## config.mk

```make
export PLATFORM = sky130hd
export DESIGN_NAME = cdb_arbiter
export DESIGN_NICKNAME = d
export VERILOG_FILES = /design/src/rtl/cdb_arbiter_pkg.sv /design/src/rtl/cdb_skid_fifo.sv /design/src/rtl/cdb_arbiter.sv
export SDC_FILE = /design/constraint.sdc
export NUM_CORES = 1
export LEC_CHECK = 0
export ABC_AREA = 1
export CAP_MARGIN = 20
export CORE_ASPECT_RATIO = 0.6
export CORE_MARGIN = 4
export CORE_UTILIZATION = 59
export DETAILED_ROUTE_END_ITERATION = 16
export GPL_TIMING_DRIVEN = 0
export PLACE_DENSITY = 0.95
export SLEW_MARGIN = 10
export SYNTH_ARGS = -nofsm -noshare
export SYNTH_HDL_FRONTEND = slang
export SYNTH_SLANG_ARGS = --single-unit
export TNS_END_PERCENT = 10
```

## constraint.sdc

```tcl
create_clock -name clk -period 9.6 [get_ports clk]
set_input_delay 2.4 -clock clk [delete_from_list [all_inputs] [get_ports clk]]
set_output_delay 2.4 -clock clk [all_outputs]
set_load 0.1 [all_outputs]
```

## src/rtl/cdb_arbiter_pkg.sv

```systemverilog
// Shared CDB constants: RoB tag width and broadcast source encoding,
// used by the RoB, RS, LSB and the CDB arbiter.
package cdb_arbiter_pkg;

    localparam int ROB_SIZE_WIDTH = 4;

    typedef enum logic {
        CDB_SRC_ALU = 1'b0,
        CDB_SRC_LSB = 1'b1
    } cdb_src_e;

endpackage

```

## src/rtl/cdb_skid_fifo.sv

```systemverilog
// Per-source result FIFO: push/pop in one cycle, head visible combinationally.
// Flush empties it in one cycle; the caller guarantees no push when full.
module cdb_skid_fifo
    import cdb_arbiter_pkg::*;
#(
    parameter int ROB_ID_W  = ROB_SIZE_WIDTH,
    parameter int BUF_DEPTH = 2
) (
    input  logic                       clk,
    input  logic                       i_flush,
    input  logic                       i_push,
    input  logic [ROB_ID_W-1:0]        i_rob_id,
    input  logic [31:0]                i_value,
    input  logic                       i_pop,
    output logic [ROB_ID_W-1:0]        o_head_rob_id,
    output logic [31:0]                o_head_value,
    output logic [$clog2(BUF_DEPTH):0] o_count
);

    localparam int PTR_W = (BUF_DEPTH > 1) ? $clog2(BUF_DEPTH) : 1;
    localparam int CNT_W = $clog2(BUF_DEPTH) + 1;

    logic [ROB_ID_W-1:0] r_id_mem  [BUF_DEPTH];
    logic [31:0]         r_val_mem [BUF_DEPTH];
    logic [PTR_W-1:0]    r_rd_ptr;
    logic [PTR_W-1:0]    r_wr_ptr;
    logic [CNT_W-1:0]    r_count;

    function automatic logic [PTR_W-1:0] ptr_inc(input logic [PTR_W-1:0] p);
        return (p == PTR_W'(BUF_DEPTH - 1)) ? '0 : p + PTR_W'(1);
    endfunction

    always_ff @(posedge clk) begin
        if (i_push && !i_flush) begin
            r_id_mem[r_wr_ptr]  <= i_rob_id;
            r_val_mem[r_wr_ptr] <= i_value;
        end
    end

    always_ff @(posedge clk) begin
        if (i_flush) begin
            r_rd_ptr <= '0;
            r_wr_ptr <= '0;
            r_count  <= '0;
        end else begin
            if (i_push) r_wr_ptr <= ptr_inc(r_wr_ptr);
            if (i_pop)  r_rd_ptr <= ptr_inc(r_rd_ptr);
            case ({i_push, i_pop})
                2'b10:   r_count <= r_count + CNT_W'(1);
                2'b01:   r_count <= r_count - CNT_W'(1);
                default: r_count <= r_count;
            endcase
        end
    end

    assign o_head_rob_id = r_id_mem[r_rd_ptr];
    assign o_head_value  = r_val_mem[r_rd_ptr];
    assign o_count       = r_count;

endmodule

```

## src/rtl/cdb_arbiter.sv

```systemverilog
// CDB arbiter: ALU/LSB results -> one registered broadcast per cycle, 1-cycle latency,
// round-robin (CDB_ARB_FIXED_PRIO_EN: LSB wins ties); ready drops while a FIFO is full.
module cdb_arbiter
    import cdb_arbiter_pkg::*;
#(
    parameter int ROB_ID_W  = ROB_SIZE_WIDTH,
    parameter int BUF_DEPTH = 2
) (
    input  logic                clk,
    input  logic                rst,
    input  logic                rdy,
    input  logic                rob_clear,
    input  logic                alu_valid,
    input  logic [ROB_ID_W-1:0] alu_rob_id,
    input  logic [31:0]         alu_value,
    output logic                alu_ready,
    input  logic                lsb_valid,
    input  logic [ROB_ID_W-1:0] lsb_rob_id,
    input  logic [31:0]         lsb_value,
    output logic                lsb_ready,
    output logic                cdb_valid,
    output logic [ROB_ID_W-1:0] cdb_rob_id,
    output logic [31:0]         cdb_value,
    output logic                cdb_src
);

    localparam int                CNT_W   = $clog2(BUF_DEPTH) + 1;
    localparam logic [CNT_W-1:0]  DEPTH_C = CNT_W'(BUF_DEPTH);

    logic                w_flush;
    logic [CNT_W-1:0]    w_alu_count, w_lsb_count;
    logic [ROB_ID_W-1:0] w_alu_head_id, w_lsb_head_id;
    logic [31:0]         w_alu_head_val, w_lsb_head_val;
    logic                w_alu_xfer, w_lsb_xfer;
    logic                w_alu_nempty, w_lsb_nempty;
    logic                w_alu_has, w_lsb_has;
    logic                w_alu_push, w_lsb_push, w_alu_pop, w_lsb_pop;
    logic                w_grant;
    cdb_src_e            w_win, w_both_pick;
    logic [ROB_ID_W-1:0] w_win_id;
    logic [31:0]         w_win_val;

    assign w_flush   = rst || (rob_clear && rdy);
    assign alu_ready = rdy && (w_alu_count < DEPTH_C);
    assign lsb_ready = rdy && (w_lsb_count < DEPTH_C);

    assign w_alu_xfer   = alu_valid && alu_ready;
    assign w_lsb_xfer   = lsb_valid && lsb_ready;
    assign w_alu_nempty = (w_alu_count != '0);
    assign w_lsb_nempty = (w_lsb_count != '0);
    // An empty FIFO offers the incoming beat directly (bypass).
    assign w_alu_has    = rdy && !w_flush && (w_alu_nempty || w_alu_xfer);
    assign w_lsb_has    = rdy && !w_flush && (w_lsb_nempty || w_lsb_xfer);

`ifdef CDB_ARB_FIXED_PRIO_EN
    assign w_both_pick = CDB_SRC_LSB;
`else
    cdb_src_e r_last_grant;

    always_ff @(posedge clk) begin
        if (w_flush)      r_last_grant <= CDB_SRC_LSB;
        else if (w_grant) r_last_grant <= w_win;
    end

    assign w_both_pick = (r_last_grant == CDB_SRC_LSB) ? CDB_SRC_ALU : CDB_SRC_LSB;
`endif

    always_comb begin
        w_grant   = w_alu_has || w_lsb_has;
        w_win     = CDB_SRC_ALU;
        w_win_id  = '0;
        w_win_val = '0;
        if (w_alu_has && w_lsb_has) w_win = w_both_pick;
        else if (w_lsb_has)         w_win = CDB_SRC_LSB;
        if (w_win == CDB_SRC_LSB) begin
            w_win_id  = w_lsb_nempty ? w_lsb_head_id  : lsb_rob_id;
            w_win_val = w_lsb_nempty ? w_lsb_head_val : lsb_value;
        end else begin
            w_win_id  = w_alu_nempty ? w_alu_head_id  : alu_rob_id;
            w_win_val = w_alu_nempty ? w_alu_head_val : alu_value;
        end
    end

    // A bypassed winning beat never enters its FIFO; every other accepted beat does.
    assign w_alu_pop  = w_grant && (w_win == CDB_SRC_ALU) && w_alu_nempty;
    assign w_lsb_pop  = w_grant && (w_win == CDB_SRC_LSB) && w_lsb_nempty;
    assign w_alu_push = w_alu_xfer && !(w_grant && (w_win == CDB_SRC_ALU) && !w_alu_nempty);
    assign w_lsb_push = w_lsb_xfer && !(w_grant && (w_win == CDB_SRC_LSB) && !w_lsb_nempty);

    cdb_skid_fifo #(.ROB_ID_W(ROB_ID_W), .BUF_DEPTH(BUF_DEPTH)) u_alu_fifo (
        .clk           (clk),
        .i_flush       (w_flush),
        .i_push        (w_alu_push),
        .i_rob_id      (alu_rob_id),
        .i_value       (alu_value),
        .i_pop         (w_alu_pop),
        .o_head_rob_id (w_alu_head_id),
        .o_head_value  (w_alu_head_val),
        .o_count       (w_alu_count)
    );

    cdb_skid_fifo #(.ROB_ID_W(ROB_ID_W), .BUF_DEPTH(BUF_DEPTH)) u_lsb_fifo (
        .clk           (clk),
        .i_flush       (w_flush),
        .i_push        (w_lsb_push),
        .i_rob_id      (lsb_rob_id),
        .i_value       (lsb_value),
        .i_pop         (w_lsb_pop),
        .o_head_rob_id (w_lsb_head_id),
        .o_head_value  (w_lsb_head_val),
        .o_count       (w_lsb_count)
    );

    always_ff @(posedge clk) begin
        if (w_flush) begin
            cdb_valid  <= 1'b0;
            cdb_rob_id <= '0;
            cdb_value  <= '0;
            cdb_src    <= CDB_SRC_ALU;
        end else if (rdy) begin
            cdb_valid <= w_grant;
            if (w_grant) begin
                cdb_rob_id <= w_win_id;
                cdb_value  <= w_win_val;
                cdb_src    <= w_win;
            end
        end
    end

endmodule

```

==> impl_metrics.ini, run 1 <==
[synth]
syn-num-nets = 1000
syn_area_sq_um = 8557
ys_seq_area_share_pct = 62.00
syn_area_per_cell_sq_um = 9.301
ys_types = 26
yosysWarnings = 0
synth-seq-cells = 193
syn_inst = 920

[power]
p_leak_uw = 0.004236
pwr-share-comb_pct = 12.6
intPower_uw = 1379
p_sw_uw = 498.1
cellPowerDensity_nw_per_um2 = 176.2
p_total_uw = 1877
swShare_pct = 26.54
vdd_drop_max_mv = 0.1399
power_frac_seq_pct = 49.1
p_clk_share_pct = 38.3

[timing]
finalCriticalPeriod_ns = 6.706
whs_ns = 0.4646
max_slew_margin_pct = 33.55
finalSetupViolations = 0
final_hold_viol_count = 0
worst_slew_pin_slew_ns = 0.9936
finalClockSkew_ns = 0.01220
tns_ns = 0
fin_crit_sh_pct = 69.86
final_max_slew_viol_count = 0
rsz0062_at_grt = false
clock.fmax_ghz = 0.1491

[clocking]
cts_tree = done
clk_path_buf_depth = 2
path_clk_slew_ns = 0.07
cts_setup_buffers = 0
htreeDepth = 4
postCtsHoldBufs = 0
cts_buffers = 17
cts_root_buf = clkbuf_16
clk_latency_ns = 0.45
clock_sinks = 193
cts_resized = 0

[worst_setup_path]
path_max_fanout = 5
critPathSlowestCell = clkdlybuf4s50_1
criticalPathCategory = in -> out
r2r-end = u_alu_fifo.r_val_mem[1][28]
cp_num_cells = 4
start_kind = input pin
reg2regPathDepth = 10
crit_start = rdy
worstPathCellList = clkdlybuf4s50_1 > inv_1 > nor2_1 > clkdlybuf4s50_1
crit_end = lsb_ready
endpoint_kind = output port
cpPeakStageDelay_ns = 1.14
crit_top_cell = clkdlybuf4s50_1
worst-path-buf-inv = 3
regToRegStartpoint = u_lsb_fifo.o_count[1]
cp.required_ns = 7.20
arrival_ns = 4.31
ff2ff_setup_slack_ns = 6.94
cpLargestDelayFamily = buffers and inverters

[place]
place_area_sq_um = 10070
place_hpwl_um = 16040
portBuffers = 117
dp.cells = 1236
place_congestion = 0.8612

[routing]
vias_per_cell = 5.863
drt_first_pass_iters = 6
wirelength_um = 23600
post_drt_wl_per_cell_um = 18.61
drc = 0
ant_nets = 0
routed-via-count = 7434
drt_iter0_drc = 956

[global_routing]
grt_first_pass_wirelength_um = 36830
antenna_found_initial = 0
grt_max_degree = 37
grt-ovfl-total = 0
grt_pass1_vias = 7253
grt_util_all_layers_pct = 29.25

[min_path]
hp-class = reg -> reg

[layout]
insertedDiodeCount = 0
area_growth_pct = 24.49
n_fill_cell = 914
nets = 1143
drive_gt1_share_pct = 8.829
fin_cells = 1268
fin_area_sq_um = 10650

[floorplanning]
start_util_pct = 61.50
core-area_sq_um = 13910
fp-row-count = 33
die_h_um = 101.3
die_w_um = 163.5
dieArea_sq_um = 16560
io_pins = 118

[outcome]
status = completed

[flow_run]
cap_violations = 0
## sequential cells by signal, summed over array words and instances, names as in the netlist, named ones only
signal / cells
u_alu_fifo.r_val_mem: 64
u_lsb_fifo.r_val_mem: 64
cdb_value: 32
u_alu_fifo.r_id_mem: 8
u_lsb_fifo.r_id_mem: 8
cdb_rob_id: 4
u_alu_fifo.o_count: 2
u_lsb_fifo.o_count: 2
cdb_src: 1
cdb_valid: 1
r_last_grant: 1
u_alu_fifo.r_rd_ptr: 1
u_alu_fifo.r_wr_ptr: 1
u_lsb_fifo.r_rd_ptr: 1
u_lsb_fifo.r_wr_ptr: 1
## how the worst min path moves through the flow
stage | end | slack (ns) | depth (start not counted) | startpoint
finish | u_alu_fifo.r_wr_ptr | 0.46 | 2 | u_alu_fifo.r_wr_ptr
global route | u_alu_fifo.r_wr_ptr | 0.49 | 2 | u_alu_fifo.r_wr_ptr
CTS | u_alu_fifo.r_wr_ptr | 0.47 | 2 | u_alu_fifo.r_wr_ptr
detailed placement | u_alu_fifo.r_wr_ptr | 0.46 | 2 | u_alu_fifo.r_wr_ptr
global placement | u_alu_fifo.r_wr_ptr | 0.45 | 2 | u_alu_fifo.r_wr_ptr
floorplan | u_alu_fifo.r_wr_ptr | 0.44 | 2 | u_alu_fifo.r_wr_ptr
## logic make-up after synthesis
family	count (synthesis)	share of synthesized area [%]
buf+inv	122	6.375
fa+ha+maj	2	0.2924
flops	193	62.00
simple gates	516	25.15
compound gates	87	6.185
## cell usage in the layout, fill, tap and decap left out, types with 2 or more instances in the layout
cell type	instances
clkbuf_2	2
clkbuf_16	17
clkbuf_1	16
o211ai_1	36
edfxtp_1	144
nand3_1	9
o21ai_1	12
o21ai_0	29
inv_1	57
nand2_1	349
buf_6	3
ha_1	2
nor2_1	78
a21oi_1	9
inv_2	3
nor3_2	2
nand3_2	2
nand4_1	71
buf_2	32
inv_6	4
bufinv_16	2
clkinvlp_4	4
clkdlybuf4s50_1	117
dfxtp_1	49
buf_4	15
## per-stage QoR
step	utilization (%)	setup WS, ns
after floorplan	-	3.501
after global placement	71.64	1.334
after detailed placement	72.37	2.907
after CTS	76.56	2.907
after global routing	76.56	2.842
final	76.56	2.894
## worst min-delay path, stage by stage, from the launching register on
cell and delay (ns):
dfxtp_1 0.31, nand3_1 0.07, nand2_1 0.04
## per-layer routing
| metal | vias to the layer above | wire length (um) | track usage (%) |
|---|---|---|---|
| li1 | 3384 | - | - |
| met1 | 3448 | 8903 | 38.59 |
| met2 | 535 | 10970 | 46.91 |
| met3 | 67 | 3122 | 7.889 |
| met4 | 0 | 601 | 11.73 |
| met5 | - | 0 | 0 |
## power groups by stage
stage,registers (uW),clock network (uW),logic (uW)
final,921,719,237
after global routing,923,756,252
after CTS,921,717,232
after detailed placement,940,0,229
after global placement,940,0,220
after floorplan,983,0,93.1
## final cells by class
type	count	area (sq um)	area share (%)
repair buffers	124	1255	11.78
plain buffers	61	316.6	2.972
clock buffers	19	432.9	4.064
inverters	61	229.0	2.149
clock inverters	13	150.1	1.409
well taps	192	240.2	2.255
multi-input cells	605	2724	25.57
flip-flops and latches	193	5305	49.80
## cell usage after synthesis
cell,count,area [sq um]
a21oi_1,9,45.04
a21oi_2,1,8.760
clkinv_1,1,3.750
clkbuf_1,14,52.55
inv_1,58,217.7
nand2_1,349,1310
nor3b_1,1,7.510
clkbuf_2,2,10.01
buf_2,32,160.2
buf_1,1,3.750
nand3_1,9,45.04
buf_4,12,90.09
nor2_2,1,6.260
nor2_1,79,296.5
nand3_2,2,20.02
nand4_1,71,444.2
o21ai_0,29,145.1
edfxtp_1,144,4324
o21ai_1,12,60.06
or2_2,1,6.260
inv_2,2,7.510
nor3_1,2,10.01
o211ai_1,36,270.3
nand2_2,1,6.260
ha_1,2,25.02
dfxtp_1,49,980.9
Power figures use the tool's default switching activity.
==> run 2: changes to the inputs <==
CORE_UTILIZATION = 50   (was 59)
PLACE_DENSITY = 0.87   (was 0.95)
clock period = 5.4 ns   (was 9.6 ns; I/O delays follow)
==> impl_metrics.ini, run 2 (same netlist as run 1, synthesis figures left out) <==
[layout]
layout_commonest_cell = nand2_1
n_fill_cell = 1337
drive_gt1_share_pct = 8.990
insertedDiodeCount = 0
nets = 1146
final_cell_mix = nand2_1, edfxtp_1, clkdlybuf4s50_1
multiInputGateArea_sq_um = 2724
area_growth_pct = 25.81
seq_area_sq_um = 5305
reg_top3 = u_alu_fifo.r_val_mem: 64 flops, u_lsb_fifo.r_val_mem: 64 flops, cdb_value: 32 flops

[worst_setup_path]
path_max_fanout = 5
critPathSlowestCell = clkdlybuf4s50_1
cpLargestDelayFamily = buffers and inverters
worst-path-buf-inv = 3
worstPathCellList = clkdlybuf4s50_1 > inv_1 > nor2_1 > clkdlybuf4s50_1
arrival_ns = 3.23
cp.required_ns = 4.05
cpPeakStageDelay_ns = 1.14
start_kind = input pin
endpoint_kind = output port
criticalPathCategory = in -> out
crit_top_cell = clkdlybuf4s50_1

[outcome]
status = completed

[global_routing]
antenna_found_initial = 0
grt_util_all_layers_pct = 24.93
grt-ovfl-total = 0
grt_pass1_vias = 6937
grt_first_pass_wirelength_um = 36440
grt_max_degree = 21

[routing]
drt_first_pass_iters = 6
routed-via-count = 7275
vias_per_cell = 5.566
drc = 0
drt_iter0_drc = 894
ant_nets = 0
post_drt_wl_per_cell_um = 18.24
wirelength_um = 23840

[timing]
finalSetupViolations = 0
finalCriticalPeriod_ns = 4.578
final_max_slew_viol_count = 0
whs_ns = 0.4648
clock.fmax_ghz = 0.2184
final_hold_viol_count = 0
fin_crit_sh_pct = 84.79
finalClockSkew_ns = 0.01370
rsz0062_at_grt = false
fin_ws_ns = 0.8216
worst_slew_pin_slew_ns = 0.9869
max_slew_margin_pct = 34.00

[clocking]
cts_resized = 0
cts_root_buf = clkbuf_16
cts_buffers = 17
path_clk_slew_ns = 0.07
cts_setup_buffers = 0
clk_path_buf_depth = 2
cts_tree = done
htreeDepth = 4
clk_latency_ns = 0.44
clock_sinks = 193
postCtsHoldBufs = 0

[floorplanning]
die_w_um = 176.9
dieArea_sq_um = 19340
core-area_sq_um = 16490
io_pins = 118
start_util_pct = 51.90
die_h_um = 109.3
fp-row-count = 36

[min_path]
hp-class = reg -> reg

[power]
p_leak_uw = 0.004276
vdd_drop_max_mv = 0.1885
cellPowerDensity_nw_per_um2 = 311.3

[place]
place_ws_ns = 0.8238
place_hpwl_um = 16370
place_congestion = 0.8800
portBuffers = 117

[flow_run]
cap_violations = 0
## run 2: through the flow
stage          cells  utilization (%)  instance area (sq um)  TNS (ns)  power, uW
2_1_floorplan    920                -                   8557         0       1914
4_1_cts         1306            65.23                  10750         0       3349
3_3_place_gp    1265            60.74                  10010   -142.88       2066
3_5_place_dp    1274            61.61                  10160         0       2082
5_1_grt         1307            65.30                  10770         0       3449
6_report        1307            65.30                  10770         0       3351
## run 2: final cells by class
class | instances | area share [%]
Multi-Input combinational cell | 605 | 25.30
Clock inverter | 10 | 1.127
Inverter | 61 | 2.127
Tap cell | 228 | 2.650
Clock buffer | 22 | 4.417
Buffer | 61 | 2.941
Timing Repair Buffer | 127 | 12.16
Sequential cell | 193 | 49.28
## run 2: final timing paths
| check | startpoint | endpoint | slack (ns) | cells after the start |
|---|---|---|---|---|
| hold / removal | u_alu_fifo.r_wr_ptr | u_alu_fifo.r_wr_ptr | 0.46 | 2 |
| setup / recovery | rdy | alu_ready | 0.82 | 4 |
| setup reg to reg | u_alu_fifo.o_count[1] | u_alu_fifo.r_val_mem[1][5] | 2.88 | 11 |
| hold reg to reg | u_alu_fifo.r_wr_ptr | u_alu_fifo.r_wr_ptr | 0.46 | 2 |
## run 2: worst reg2reg max path, stage by stage, from the launching register on
cell and delay, ns:
dfxtp_1 0.36, nor2_2 0.19, nand2_1 0.10, nand2_1 0.08
nand2_1 0.12, buf_4 0.22, nand3_2 0.09, nand2_2 0.07
nor3_2 0.40, buf_4 0.27, buf_6 0.17, buf_6 0.16
## run 2: metal layers
layer	vias up	track usage, %	share of wire [%]
met3	51	7.079	12
li1	3389	-	-
met4	0	7.892	2.2
met2	442	39.61	45
met5	-	0	0
met1	3393	33.69	41
## run 2: report_power, final
part           internal, uW  total [uW]  switching [uW]
Clock                   728        1290             563
Combinational           137         421             285
Sequential             1630        1640            12.8
==> run 3: changes to the inputs <==
clock period = 4 ns   (was 5.4 ns; I/O delays follow)
==> impl_metrics.ini, run 3 (same netlist as run 1, synthesis figures left out) <==
[worst_setup_path]
cp.required_ns = 3.00
worstPathCellList = clkdlybuf4s50_1 > inv_1 > nor2_1 > clkdlybuf4s50_1
crit_top_cell = clkdlybuf4s50_1
start_kind = input pin
endpoint_kind = output port
path_max_fanout = 5
ff2ff_setup_slack_ns = 1.51
criticalPathCategory = in -> out
critPathSlowestCell = clkdlybuf4s50_1
arrival_ns = 2.87
cpPeakStageDelay_ns = 1.14

[timing]
worst_slew_pin_slew_ns = 0.9818
final_max_slew_viol_count = 0
finalCriticalPeriod_ns = 3.872
max_slew_margin_pct = 34.34
tns_ns = 0
fin_crit_sh_pct = 96.81
finalClockSkew_ns = 0.009218
final_hold_viol_count = 0
rsz0062_at_grt = false
finalSetupViolations = 0
clock.fmax_ghz = 0.2582
whs_ns = 0.4640

[floorplanning]
die_w_um = 176.9
dieArea_sq_um = 19340
die_h_um = 109.3
start_util_pct = 51.90
io_pins = 118
core-area_sq_um = 16490
fp-row-count = 36

[clocking]
cts_root_buf = clkbuf_16
cts_resized = 0
cts_tree = done
postCtsHoldBufs = 0
cts_setup_buffers = 0
cts_buffers = 17
clock_sinks = 193
htreeDepth = 4
clk_latency_ns = 0.43
path_clk_slew_ns = 0.07
clk_path_buf_depth = 2

[global_routing]
grt_util_all_layers_pct = 24.04
grt-ovfl-total = 0
grt_first_pass_wirelength_um = 35640
grt_max_degree = 37
grt_pass1_vias = 6830
antenna_found_initial = 0

[power]
p_leak_uw = 0.004257
cellPowerDensity_nw_per_um2 = 413.4
vdd_drop_max_mv = 0.2423

[routing]
ant_nets = 0
post_drt_wl_per_cell_um = 17.67
drt_first_pass_iters = 5
drc = 0
wirelength_um = 23020
vias_per_cell = 5.480
drt_iter0_drc = 688
routed-via-count = 7141

[layout]
drive_gt1_share_pct = 8.930
reg_top3 = u_alu_fifo.r_val_mem: 64 flops, u_lsb_fifo.r_val_mem: 64 flops, cdb_value: 32 flops
area_growth_pct = 25.25
fin_area_sq_um = 10720
fin_cells = 1303
layout_commonest_cell = nand2_1
nets = 1142
insertedDiodeCount = 0
final_cell_mix = nand2_1, edfxtp_1, clkdlybuf4s50_1

[min_path]
hp-class = reg -> reg

[place]
place_congestion = 0.8904
portBuffers = 117
place_area_sq_um = 10150
dp.cells = 1271
place_hpwl_um = 16250

[flow_run]
cap_violations = 0

[outcome]
status = completed
[run 3: worst paths after layout]
kind	from	endpoint	depth (start not counted)
max	rdy	alu_ready	4
min	cdb_value[22]	cdb_value[22]	2
max reg2reg	u_alu_fifo.o_count[1]	u_lsb_fifo.r_val_mem[1][5]	9
min reg2reg	cdb_value[22]	cdb_value[22]	2
[run 3: area by class of cell]
cell class / instances / area, sq um
Sequential cell: 193 / 5305
Clock buffer: 19 / 452.9
Timing Repair Buffer: 123 / 1280
Clock inverter: 13 / 118.9
Tap cell: 228 / 285.3
Buffer: 61 / 316.6
Fill cell: 1321 / 5768
Inverter: 61 / 229.0
Multi-Input combinational cell: 605 / 2730
[run 3: critical path: cells and delay by family]
| family | cells | cell delay, ns |
|---|---|---|
| AND/OR/NAND/NOR | 1 | 0.09 |
| buffers and inverters | 3 | 1.77 |
[run 3: metal layers]
layer  part of all wire (%)  up-vias  track usage [%]
li1                       -     3389                -
met1                     44     3364            34.00
met2                     45      360            38.33
met3                    9.9       28            5.670
met4                    1.2        0            5.464
met5                      0        -                0
[run 3: stage by stage]
stage | power (uW) | util [%] | worst slack (ns)
6_report | 4431 | 65.01 | 0.1278
5_1_grt | 4566 | 65.01 | 0.02827
4_1_cts | 4422 | 65.01 | 0.1222
3_5_place_dp | 2806 | 61.54 | 0.09713
3_3_place_gp | 2789 | 60.77 | -2.935
2_1_floorplan | 2583 | - | -0.5798
[run 3: power by group]
group,switching (uW),internal [uW],leakage [uW]
clock,802,857,0.000283
sequential,16.9,2190,0.00170
combinational,380,182,0.00227
total,1200,3230,0.00426
